File: config.mk
export PLATFORM = sky130hd
export DESIGN_NAME = universal_shift_reg_flat
export DESIGN_NICKNAME = d
export VERILOG_FILES = /design/src/rtl/usr_pkg.sv /design/src/rtl/usr_if.sv /design/src/rtl/usr_step.sv /design/src/rtl/universal_shift_reg.sv /design/src/flat_wrapper.sv
export SDC_FILE = /design/constraint.sdc
export NUM_CORES = 1
export LEC_CHECK = 0
export ABC_AREA = 1
export ABC_CLOCK_PERIOD_IN_PS = 1100
export CORE_ASPECT_RATIO = 0.9
export CORE_MARGIN = 1
export CORE_UTILIZATION = 35
export CTS_BUF_LIST = sky130_fd_sc_hd__clkbuf_8
export DETAILED_ROUTE_END_ITERATION = 10
export PLACE_DENSITY = 0.66
export SLEW_MARGIN = 20
export SYNTH_ARGS = -nofsm -noshare
export SYNTH_HDL_FRONTEND = slang
export SYNTH_SLANG_ARGS = --single-unit
File: constraint.sdc
create_clock -name clk -period 1.1 [get_ports clk]
set_clock_uncertainty 0.05 [all_clocks]
set_input_delay 0.165 -clock clk [delete_from_list [all_inputs] [get_ports clk]]
set_output_delay 0.165 -clock clk [all_outputs]
set_load 0.005 [all_outputs]
File: src/rtl/usr_pkg.sv
// Shared types for the universal shift register: operation codes and FSM states.
package usr_pkg;

  typedef enum logic [1:0] {
    SHL = 2'd0,
    SHR = 2'd1,
    ROL = 2'd2,
    ROR = 2'd3
  } op_e;

  typedef enum logic [1:0] {
    IDLE  = 2'd0,
    SHIFT = 2'd1,
    DONE  = 2'd2
  } state_e;

endpackage

File: src/rtl/usr_if.sv
// Control/data bundle of the universal shift register.
// master drives requests and data; slave returns contents and status.
interface usr_if #(
  parameter int WIDTH = 8,
  parameter int CNT_W = $clog2(WIDTH + 1)
);
  import usr_pkg::*;

  logic             load;
  logic [WIDTH-1:0] d_par;
  logic             start;
  op_e              op;
  logic [CNT_W-1:0] amount;
  logic             sin;
  logic [WIDTH-1:0] q;
  logic [WIDTH-1:0] qbar;
  logic             sout;
  logic             busy;
  logic             done;

  modport master (
    output load, d_par, start, op, amount, sin,
    input  q, qbar, sout, busy, done
  );

  modport slave (
    input  load, d_par, start, op, amount, sin,
    output q, qbar, sout, busy, done
  );

endinterface

File: src/rtl/usr_step.sv
// One-step shifter/rotator, purely combinational (zero latency).
// There is no handshake: the next value and the out-bit follow the inputs directly.
module usr_step
  import usr_pkg::*;
#(
  parameter int WIDTH = 8
) (
  input  logic [WIDTH-1:0] q,
  input  op_e              op,
  input  logic             sin,
  output logic [WIDTH-1:0] q_nxt,
  output logic             out_bit
);

  always_comb begin
    q_nxt   = q;
    out_bit = 1'b0;
    case (op)
      SHL: begin
        q_nxt   = {q[WIDTH-2:0], sin};
        out_bit = q[WIDTH-1];
      end
      SHR: begin
        q_nxt   = {sin, q[WIDTH-1:1]};
        out_bit = q[0];
      end
      ROL: begin
        q_nxt   = {q[WIDTH-2:0], q[WIDTH-1]};
        out_bit = q[WIDTH-1];
      end
      ROR: begin
        q_nxt   = {q[0], q[WIDTH-1:1]};
        out_bit = q[0];
      end
      default: begin
        q_nxt   = q;
        out_bit = 1'b0;
      end
    endcase
  end

endmodule

File: src/rtl/universal_shift_reg.sv
// WIDTH-bit register: a parallel load takes 1 edge; a shift of N steps is busy for N+1 edges, then done pulses for 1 cycle.
// While busy, new load and start requests are dropped without being queued.
module universal_shift_reg
  import usr_pkg::*;
#(
  parameter int WIDTH = 8,
  parameter int CNT_W = $clog2(WIDTH + 1)
) (
  input logic  clk,
  input logic  reset,
  usr_if.slave bus
);

  localparam logic [CNT_W-1:0] WMAX = CNT_W'(WIDTH);

  state_e           state;
  op_e              op_r;
  logic [CNT_W-1:0] cnt;
  logic [WIDTH-1:0] q_r;
  logic             sout_r;
  logic             busy_r;
  logic             done_r;
  logic [WIDTH-1:0] q_nxt;
  logic             out_bit;

  usr_step #(.WIDTH(WIDTH)) u_step (
    .q       (q_r),
    .op      (op_r),
    .sin     (bus.sin),
    .q_nxt   (q_nxt),
    .out_bit (out_bit)
  );

  always_ff @(posedge clk or negedge reset) begin
    if (!reset) begin
      state  <= IDLE;
      op_r   <= SHL;
      cnt    <= '0;
      q_r    <= '0;
      sout_r <= 1'b0;
      busy_r <= 1'b0;
      done_r <= 1'b0;
    end else begin
      case (state)
        IDLE: begin
          done_r <= 1'b0;
          if (bus.load) begin
            q_r <= bus.d_par;
          end else if (bus.start) begin
            op_r   <= bus.op;
            busy_r <= 1'b1;
            // Amounts beyond the width are clamped to a full-width pass.
            cnt    <= (bus.amount > WMAX) ? WMAX : bus.amount;
            if (bus.amount == '0) begin
              state  <= DONE;
              done_r <= 1'b1;
            end else begin
              state <= SHIFT;
            end
          end
        end
        SHIFT: begin
          q_r    <= q_nxt;
          sout_r <= out_bit;
          cnt    <= cnt - 1'b1;
          if (cnt == CNT_W'(1)) begin
            state  <= DONE;
            done_r <= 1'b1;
          end
        end
        DONE: begin
          state  <= IDLE;
          busy_r <= 1'b0;
          done_r <= 1'b0;
        end
        default: begin
          state  <= IDLE;
          busy_r <= 1'b0;
          done_r <= 1'b0;
        end
      endcase
    end
  end

  assign bus.q    = q_r;
  assign bus.qbar = ~q_r;
  assign bus.sout = sout_r;
  assign bus.busy = busy_r;
  assign bus.done = done_r;

endmodule

File: src/flat_wrapper.sv
// flat-port wrapper written by rule: the top's interface ports become plain ports
module universal_shift_reg_flat import usr_pkg::*;
#(
  parameter int WIDTH = 8,
  parameter int CNT_W = $clog2(WIDTH + 1)
)
  (clk, reset, bus_load, bus_d_par, bus_start, bus_op, bus_amount, bus_sin, bus_q, bus_qbar, bus_sout, bus_busy, bus_done);
  usr_if #(.WIDTH(WIDTH), .CNT_W(CNT_W)) bus_i ();
  input logic clk;
  input logic reset;
  input wire logic [$bits(bus_i.load)-1:0] bus_load;
  input wire logic [$bits(bus_i.d_par)-1:0] bus_d_par;
  input wire logic [$bits(bus_i.start)-1:0] bus_start;
  input wire logic [$bits(bus_i.op)-1:0] bus_op;
  input wire logic [$bits(bus_i.amount)-1:0] bus_amount;
  input wire logic [$bits(bus_i.sin)-1:0] bus_sin;
  output wire logic [$bits(bus_i.q)-1:0] bus_q;
  output wire logic [$bits(bus_i.qbar)-1:0] bus_qbar;
  output wire logic [$bits(bus_i.sout)-1:0] bus_sout;
  output wire logic [$bits(bus_i.busy)-1:0] bus_busy;
  output wire logic [$bits(bus_i.done)-1:0] bus_done;
  assign bus_i.load = bus_load;
  assign bus_i.d_par = bus_d_par;
  assign bus_i.start = bus_start;
  assign bus_i.op = bus_op;
  assign bus_i.amount = bus_amount;
  assign bus_i.sin = bus_sin;
  assign bus_q = bus_i.q;
  assign bus_qbar = bus_i.qbar;
  assign bus_sout = bus_i.sout;
  assign bus_busy = bus_i.busy;
  assign bus_done = bus_i.done;
  universal_shift_reg #(.WIDTH(WIDTH), .CNT_W(CNT_W)) u_core (.clk(clk), .reset(reset), .bus(bus_i));
endmodule
# After elaboration in Yosys (flattened, before gate mapping)
# Index checks and enable logic that the tools add are counted.
classes:
  n_mux: 21
  eq_ne: 9
  add_sub_neg: 1
  bitwise_logic: 3
  order_cmp: 1
  n_reduce_logical: 11
ops:
  columns: ["cell", "count"]
  rows:
  - ["$pmux 8 s4", 1]
  - ["$pmux 8 s2", 1]
  - ["$mux 4", 3]
  - ["$reduce_and 3->1", 4]
  - ["$mux 2", 4]
  - ["$mux 8", 1]
  - ["$not 8->8", 1]
  - ["$pmux 4 s2", 1]
  - ["$mux 1", 6]
  - ["$ne 2x2->1 const B", 3]
  - ["$pmux 1 s2", 3]
  - ["$eq 2x1->1 const B", 2]
  - ["$eq 2x2->1 const B", 2]
  - ["$eq 4x1->1 const B", 1]
  - ["$gt 4x4->1 const B", 1]
  - ["$logic_not 2->1", 2]
  - ["$logic_not 4->1", 1]
  - ["$pmux 2 s2", 1]
  - ["$reduce_or 2->1", 2]
  - ["$sub 4x1->4 const B", 1]
  - ["$ne 2x1->1 const B", 1]
  - ["$not 1->1", 2]
  - ["$reduce_and 2->1", 1]
  - ["$reduce_bool 2->1", 1]
word_totals:
  word_cells: 53
  register_bits: 19
  input_bits: 19

# Depth between registers and ports, before layout
# Gate-level depths: netlist (run 1).
depth:
  word_depth: 5
  mapped_depth: 8

# By module
# From an unflattened synthesis (run 1), not the netlist that was laid out.
unflattened:
  cells_unflattened: 170
  area_unflattened_um2: 1234.9
by_module_without_submodules:
  columns: ["module", "cells_per_inst", "n_inst", "area_each_um2"]
  rows:
  - ["universal_shift_reg", 139, 1, 1062.3]
  - ["usr_step", 31, 1, 172.7]

# Least setup slack after synthesis (run 1)
# OpenSTA, ideal clock, no wires.
synth_timing:
  path_kind: "reg-to-reg"
  from: "register u_core.state[1]"
  to: "register u_core.q_r[7], in the netlist u_core.bus.q[7]"
  required_ns: 0.934
  stages_incl_launch_ff: 8
  path_slack_ns: -0.039
  t_arrival_ns: 0.973
  setup_time_ns: 0.116
  period_less_slack_ns: 1.139
  path_cell_list: "dfrtp_1 inv_1 nand2_4 buf_6 a21oi_1 nand2_1 nand2_1 nand2_1"
synth_between:
  elab_chain_cells: 3
  word_cells_on_any_way: 6
  classes_between: "eq/ne (2); mux (1); reduce/logical (3)"
synth_lines:
  columns: ["item", "line", "text"]
  rows:
  - ["start, declared", "universal_shift_reg.sv:16", "state_e state;"]
  - ["start signal, assigned", "universal_shift_reg.sv:36", "state <= IDLE;"]
  - ["start signal, assigned", "universal_shift_reg.sv:55", "state <= DONE;"]
  - ["start signal, assigned", "universal_shift_reg.sv:58", "state <= SHIFT;"]
  - ["$logic_not 2->1 / $eq 2x1->1 (equally long branches)", "universal_shift_reg.sv:44", "case (state)"]
  - ["$ne 2x2->1 (no line) / $reduce_bool 2->1 (equally long branches)", null, null]
  - ["$reduce_and 2->1 (no line)", null, null]
  - ["end signal, assigned", "universal_shift_reg.sv:48", "q_r <= bus.d_par;"]
  - ["end signal, assigned", "universal_shift_reg.sv:63", "q_r <= q_nxt;"]
  - ["end, declared", "universal_shift_reg.sv:19", "logic [WIDTH-1:0] q_r;"]
# Parallel ways exist; a longest one is shown, timed or not.
# A chain may end at the register's enable or synchronous reset.

# Worst setup path after layout (run 1)
layout_timing:
  from: "input port bus_load"
  to: "register u_core.cnt[3]"
layout_between:
  elab_chain_cells: 2
layout_lines:
  columns: ["item", "line", "text"]
  rows:
  - ["start, declared", "flat_wrapper.sv:11", "input wire logic [$bits(bus_i.load)-1:0] bus_load;"]
  - ["$ne 2x2->1 (no line)", null, null]
  - ["$reduce_and 3->1 (no line)", null, null]
  - ["end signal, assigned", "universal_shift_reg.sv:53", "cnt <= (bus.amount > WMAX) ? WMAX : bus.amount;"]
  - ["end signal, assigned", "universal_shift_reg.sv:65", "cnt <= cnt - 1'b1;"]
  - ["end, declared", "universal_shift_reg.sv:18", "logic [CNT_W-1:0] cnt;"]
# No other way between the ends.

==> summary.md, run 1 <==
| Metric | Value |
|---|---|
| Setup CP Type | in -> reg |
| Die area | 3500 um2 |
| Design Power | 0.00631 W |
| First-pass GRT wire length | 5.89 mm |
| PortBufs | 37 |
| Maxcap violations | 0 |
| Final worst slack | -0.0777 ns |
| CP cell instances | clkdlybuf4s50_1 > inv_1 > nand2_1 > nand2_1 > nand2_2 > nor2_1 > nand2_1 > nand2_1 |
| Setup crit start kind | input pin |
| Final hold vios | 0 |
| Core area | 3090 um2 |
| Number of vias per cell | 4.67 |
| Synth unique cells | 17 |
| CP required | 1.20 ns |
| Critical path's largest stage delay | 0.50 ns |
| Synth warn | 0 |
| Starting Density | 0.370 |
| Sequential share of the synthesized area | 0.416 |
| H-tree levels | 1 |
| WP data arrival | 1.28 ns |
| Final setup violation count | 24 |
| Tcrit/Tclk final | 1.07 |
| Die width | 62.3 um |
| Crit path buf inv count | 2 |
| Cell chosen for the clock root | clkbuf_8 |
| Hpwl dp | 2.23 mm |
| Total Routing Usage GR | 0.219 |
| # IOs | 38 |
| WL/cell | 12.1 um |
| Mapped Area | 1140 um2 |
| Row count | 19 |
| Slew Limit Fails | 0 |
| Initial antenna violation count | 0 |
| Post-layout min period | 1.18 ns |
| Number of global-route vias before repair | 1279 |
| Worst IR drop on VDD | 0.00155 V |
| Post-synthesis cell count | 173 |
| Layout area overhead | 78.9% |
| Max Clock Freq | 849 MHz |
| Failing checks | setup timing |
| Layout cell share with drive strength beyond 1 | 0.375 |
| Placer Congestion | 0.815 |
| Worst-path fanout max | 5 |
| Drt first pass iters | 4 |
| Post-synthesis area per instance | 6.61 um2 |
| Slowest CP cell | clkdlybuf4s50_1 |
| Pre-CTS setup slack | -0.270 ns |
| Hold WC Path Type | in -> async |
| Worst-path clk slew | 0.08 ns |
| Slew headroom | 0.841 |
| # hold bufs at CTS | 0 |
| Reg2Reg Setup Slack | -0.07 ns |
| Vias post-DR | 1369 |
| Number of CTS-inserted buffers | 3 |
| Crit end category | register |
| Initial DRC Count | 73 |
| CP dominant cell by count | nand2_1 |
| GR Overflow Total | 0 |
| Ant diodes | 0 |
| Worst skew pair latency | 0.26 ns |
| TritonCTS clock tree | yes |
| Flops & latches, synth | 19 |
| Clk sinks | 19 |
| Syn Nets | 194 |
| Pleak | 1.08 nW |
| RSZ-0062 raised after global routing | yes |
| Die height | 56.2 um |
| Status | complete, but fails checks |
| DRC viols | 0 |
| Max clock buf depth | 2 |
| Largest net degree at the start of global routing | 20 |
| Detailed Route WL | 3.54 mm |
| Power per cell area | 3080 nW/um2 |
| CP delay by family, top | buffers and inverters |
| Final ANT Viol Nets | 0 |
| Slew at the pin closest to its max-slew limit | 0.238 ns |
| Nets | 273 |
synth_stat cells (all sizes together):
| library cell | number | area share |
|---|---|---|
| inv | 20 | 0.068 |
| nor2 | 15 | 0.051 |
| a31oi | 1 | 0.0055 |
| nand3 | 16 | 0.070 |
| a21oi | 5 | 0.025 |
| nand2 | 85 | 0.29 |
| buf | 5 | 0.035 |
| o21ai | 5 | 0.022 |
| ha | 2 | 0.022 |
| dfrtp | 19 | 0.42 |
per-stage QoR:
stage | std cells | area [um2] | hold WS (ns) | TNS [ns] | util
floorplan | 173 | 1150 | -0.181 | 0 | -
global placement | 273 | 1750 | 0.414 | -3.14 | 0.565
detailed placement | 273 | 1750 | 0.444 | -3.45 | 0.565
CTS | 292 | 1990 | 0.187 | -0.834 | 0.643
global route | 293 | 2050 | 0.196 | -2.46 | 0.662
finish | 293 | 2050 | 0.186 | -1.03 | 0.662
kinds of logic (layout without fill, tap and decap cells):
group / count (synthesis) / after routing / synth area share
compound gates: 11 / 11 / 0.0525
fa+ha+maj: 2 / 2 / 0.0219
buf+inv: 25 / 103 / 0.103
flops: 19 / 19 / 0.416
simple gates: 116 / 116 / 0.407
state kept, by name, summed over array words and instances (netlist names):
register / flops
u_core.state: 2
u_core.bus.q: 8
u_core.bus.busy: 1
u_core.bus.sout: 1
u_core.bus.done: 1
u_core.op_r: 2
u_core.cnt: 4
what timing repair did:
action | CTS | global route
setup endpoints to repair | 35 | 32
setup buffers | 15 | 1
pin swaps | 15 | 6
cloned | 1 | 0
resized for setup | 111 | 20
power breakdown:
group	total (W)	internal, W	switching (W)
logic	0.00444	0.00234	0.00210
clock network	0.000502	0.000252	0.000250
registers	0.00136	0.00106	0.000303
total	0.00631	0.00365	0.00266
per-layer routing:
layer | wire length, um | global-route usage
met3 | 178 | 0.0533
met5 | 0 | 0
met1 | 1510 | 0.275
met4 | 96 | 0.0963
met2 | 1750 | 0.358
cell type report:
type / count / area, um2
Tap cell: 42 / 52.6
Clock buffer: 3 / 41.3
Timing Repair Buffer: 78 / 737
Fill cell: 267 / 1040
Clock inverter: 1 / 5.00
Sequential cell: 19 / 478
Timing Repair inverter: 1 / 6.26
Multi-Input combinational cell: 129 / 631
Inverter: 20 / 95.1
cells in the final DEF, fill, tap and decap left out, types with 6 or more instances in the layout:
cell,count
clkdlybuf4s50_1,18
inv_4,6
inv_1,9
buf_6,25
nand3_1,12
dfrtp_1,17
buf_4,22
nand2_2,8
nor2_1,13
nand2_1,76
worst paths after layout:
path / from / endpoint / depth (start not counted)
worst min register to register: u_core.cnt[3] / u_core.cnt[3] / 2
worst max-delay path: bus_load / u_core.cnt[3] / 8
worst min-delay path: reset / u_core.cnt[2] / 2
worst max register to register: u_core.state[0] / u_core.bus.q[6] / 7
max in group asynchronous: reset / u_core.state[1] / 2
min in group clk: bus_op[0] / u_core.op_r[0] / 3
Power figures use the tool's default switching activity.
==> run 2, diff against run 1 <==
CORE_ASPECT_RATIO = 1.75   (was 0.9)
CORE_MARGIN = 2   (was 1)
==> summary.md, run 2 (same netlist as run 1, synthesis figures left out) <==
| Metric | Value |
|---|---|
| Final worst slack | -0.128 ns (-0.0508 ns) |
| Worst skew pair latency | 0.27 ns (about the same) |
| Fin Hold WS | 0.184 ns (-0.00128 ns) |
| H-tree levels | 1 (unchanged) |
| Post-placement cell count | 278 (+1.8%) |
| Maxcap violations | 0 (unchanged) |
| Fillers | 246 (-7.9%) |
| Max clock buf depth | 2 (unchanged) |
| Final ANT Viol Nets | 0 (unchanged) |
| PortBufs | 37 (unchanged) |
| Drt first pass iters | 4 (unchanged) |
| Crit end category | output port |
| Setup CP Type | reg -> out |
| Slew Limit Fails | 0 (unchanged) |
| Final setup violation count | 27 (+13%) |
| Status | complete, but fails checks |
| Initial DRC Count | 24 (-67%) |
| Failing checks | setup timing |
| GR Overflow Total | 0 (unchanged) |
| CP required | 0.88 ns (-0.32 ns) |
| Vias post-DR | 1385 (+1.2%) |
| Die width | 47.2 um (-24%) |
| Core area | 3140 um2 (+1.7%) |
| Setup crit start kind | register |
| First-pass GRT wire length | 5.62 mm (-4.6%) |
| Initial antenna violation count | 0 (unchanged) |
| Final Non-Filler Cells | 301 (+2.7%) |
| Most frequent cells in the layout | nand2_1 (71), buf_6 (29), buf_4 (25) |
| Worst-path fanout max | 2 (-3) |
| Slew at the pin closest to its max-slew limit | 0.236 ns (-0.00183 ns) |
| Ant diodes | 0 (unchanged) |
| # IOs | 38 (unchanged) |
| Worst-path clk slew | 0.08 ns (about the same) |
| Die height | 79.6 um (+42%) |
| Row count | 27 (+8) |
| Layout cell share with drive strength beyond 1 | 0.403 (+0.0286) |
| Tcrit/Tclk final | 1.12 (+0.0462) |
| Largest net degree at the start of global routing | 20 (unchanged) |
| Post-layout min period | 1.23 ns (+0.0508 ns) |
| Layout area overhead | 88.4% |
| Commonest non-fill, non-tap cell in the layout | nand2_1 |
| Worst IR drop on VDD | 0.00156 V (+0.93%) |
| Die area | 3760 um2 (+7.4%) |
| Slew headroom | 0.843 (+0.00140) |
| Max Clock Freq | 814 MHz (-4.1%) |
| Placer Congestion | 0.860 (+5.6%) |
| Number of global-route vias before repair | 1324 (+3.5%) |
| WP data arrival | 1.01 ns (-0.27 ns) |
| Pleak | 1.12 nW (+4.0%) |
| Hpwl dp | 2.32 mm (+4.0%) |
| Number of vias per cell | 4.60 (-1.5%) |
| Total Routing Usage GR | 0.208 (-0.0106) |
| WL/cell | 11.9 um (-1.8%) |
| Power per cell area | 3070 nW/um2 (-0.55%) |
| DRC viols | 0 (unchanged) |
| Number of CTS-inserted buffers | 3 (unchanged) |
| Clk sinks | 19 (unchanged) |
| RSZ-0062 raised after global routing | yes |
| Detailed Route WL | 3.57 mm (+0.85%) |
| Starting Density | 0.364 (-0.00604) |
| # hold bufs at CTS | 0 (unchanged) |
| TritonCTS clock tree | yes |
| Max reg flops | 8 (unchanged) |
| Final hold vios | 0 (unchanged) |
| Hold WC Path Type | in -> async |
| Nets | 280 (+2.6%) |
| Cell chosen for the clock root | clkbuf_8 |
==> run 2: critical path: stages (launching register included) <==
cell and delay (ns):
dfrtp_1 0.41, buf_6 0.13, buf_6 0.11, buf_6 0.10
==> run 2: final cells by class <==
class,count,area [um2],share of cell area
clock buffers,3,41.3,0.0192
clock inverters,1,7.51,0.00348
inverters,20,108,0.0499
multi-input cells,129,657,0.305
flip-flops and latches,19,477,0.221
well taps,43,53.8,0.0250
repair buffers,85,805,0.373
repair inverters,1,6.26,0.00290
==> run 2: what timing repair did <==
item | CTS | global route
pin swaps | 26 | 5
cloned | 3 | 0
gates resized for setup | 124 | 18
endpoints found under the setup margin | 36 | 33
buffers inserted | 17 | 1
==> run 2: power by group <==
part	switching, W	internal [W]
clock network	0.000267	0.000257
registers	0.000295	0.00106
logic	0.00221	0.00252
total	0.00278	0.00383
==> run 2: path summary, 6_finish.rpt <==
check                           startpoint         endpoint  slack, ns  depth (start not counted)
max reg2reg                u_core.state[1]    u_core.cnt[3]      -0.11                          7
min reg2reg                u_core.bus.busy  u_core.bus.busy       0.44                          2
max in group asynchronous            reset  u_core.state[0]       0.67                          2
min in group clk                 bus_op[0]   u_core.op_r[0]       0.42                          3
min                                  reset    u_core.cnt[1]       0.18                          2
max                        u_core.bus.q[1]         bus_q[1]      -0.13                          3
==> run 2: metal layers <==
layer / wire [um] / up-vias / part of all wire / GRT usage
li1: - / 702 / - / -
met1: 1350 / 642 / 0.38 / 0.226
met2: 2020 / 32 / 0.56 / 0.370
met3: 108 / 9 / 0.030 / 0.0226
met4: 99 / 0 / 0.028 / 0.106
met5: 0 / - / 0 / 0
==> run 2: through the flow <==
step                      worst slack, ns  TNS [ns]  power, W  area (um2)  utilization
after detailed placement           -0.246     -3.09   0.00487        1780        0.566
after global placement             -0.204     -2.63   0.00482        1780        0.566
after CTS                          -0.117     -1.18   0.00640        2130        0.677
after floorplan                   0.00111         0   0.00308        1150            -
final                              -0.128     -1.37   0.00661        2150        0.686
after global routing               -0.180     -2.87   0.00714        2150        0.686
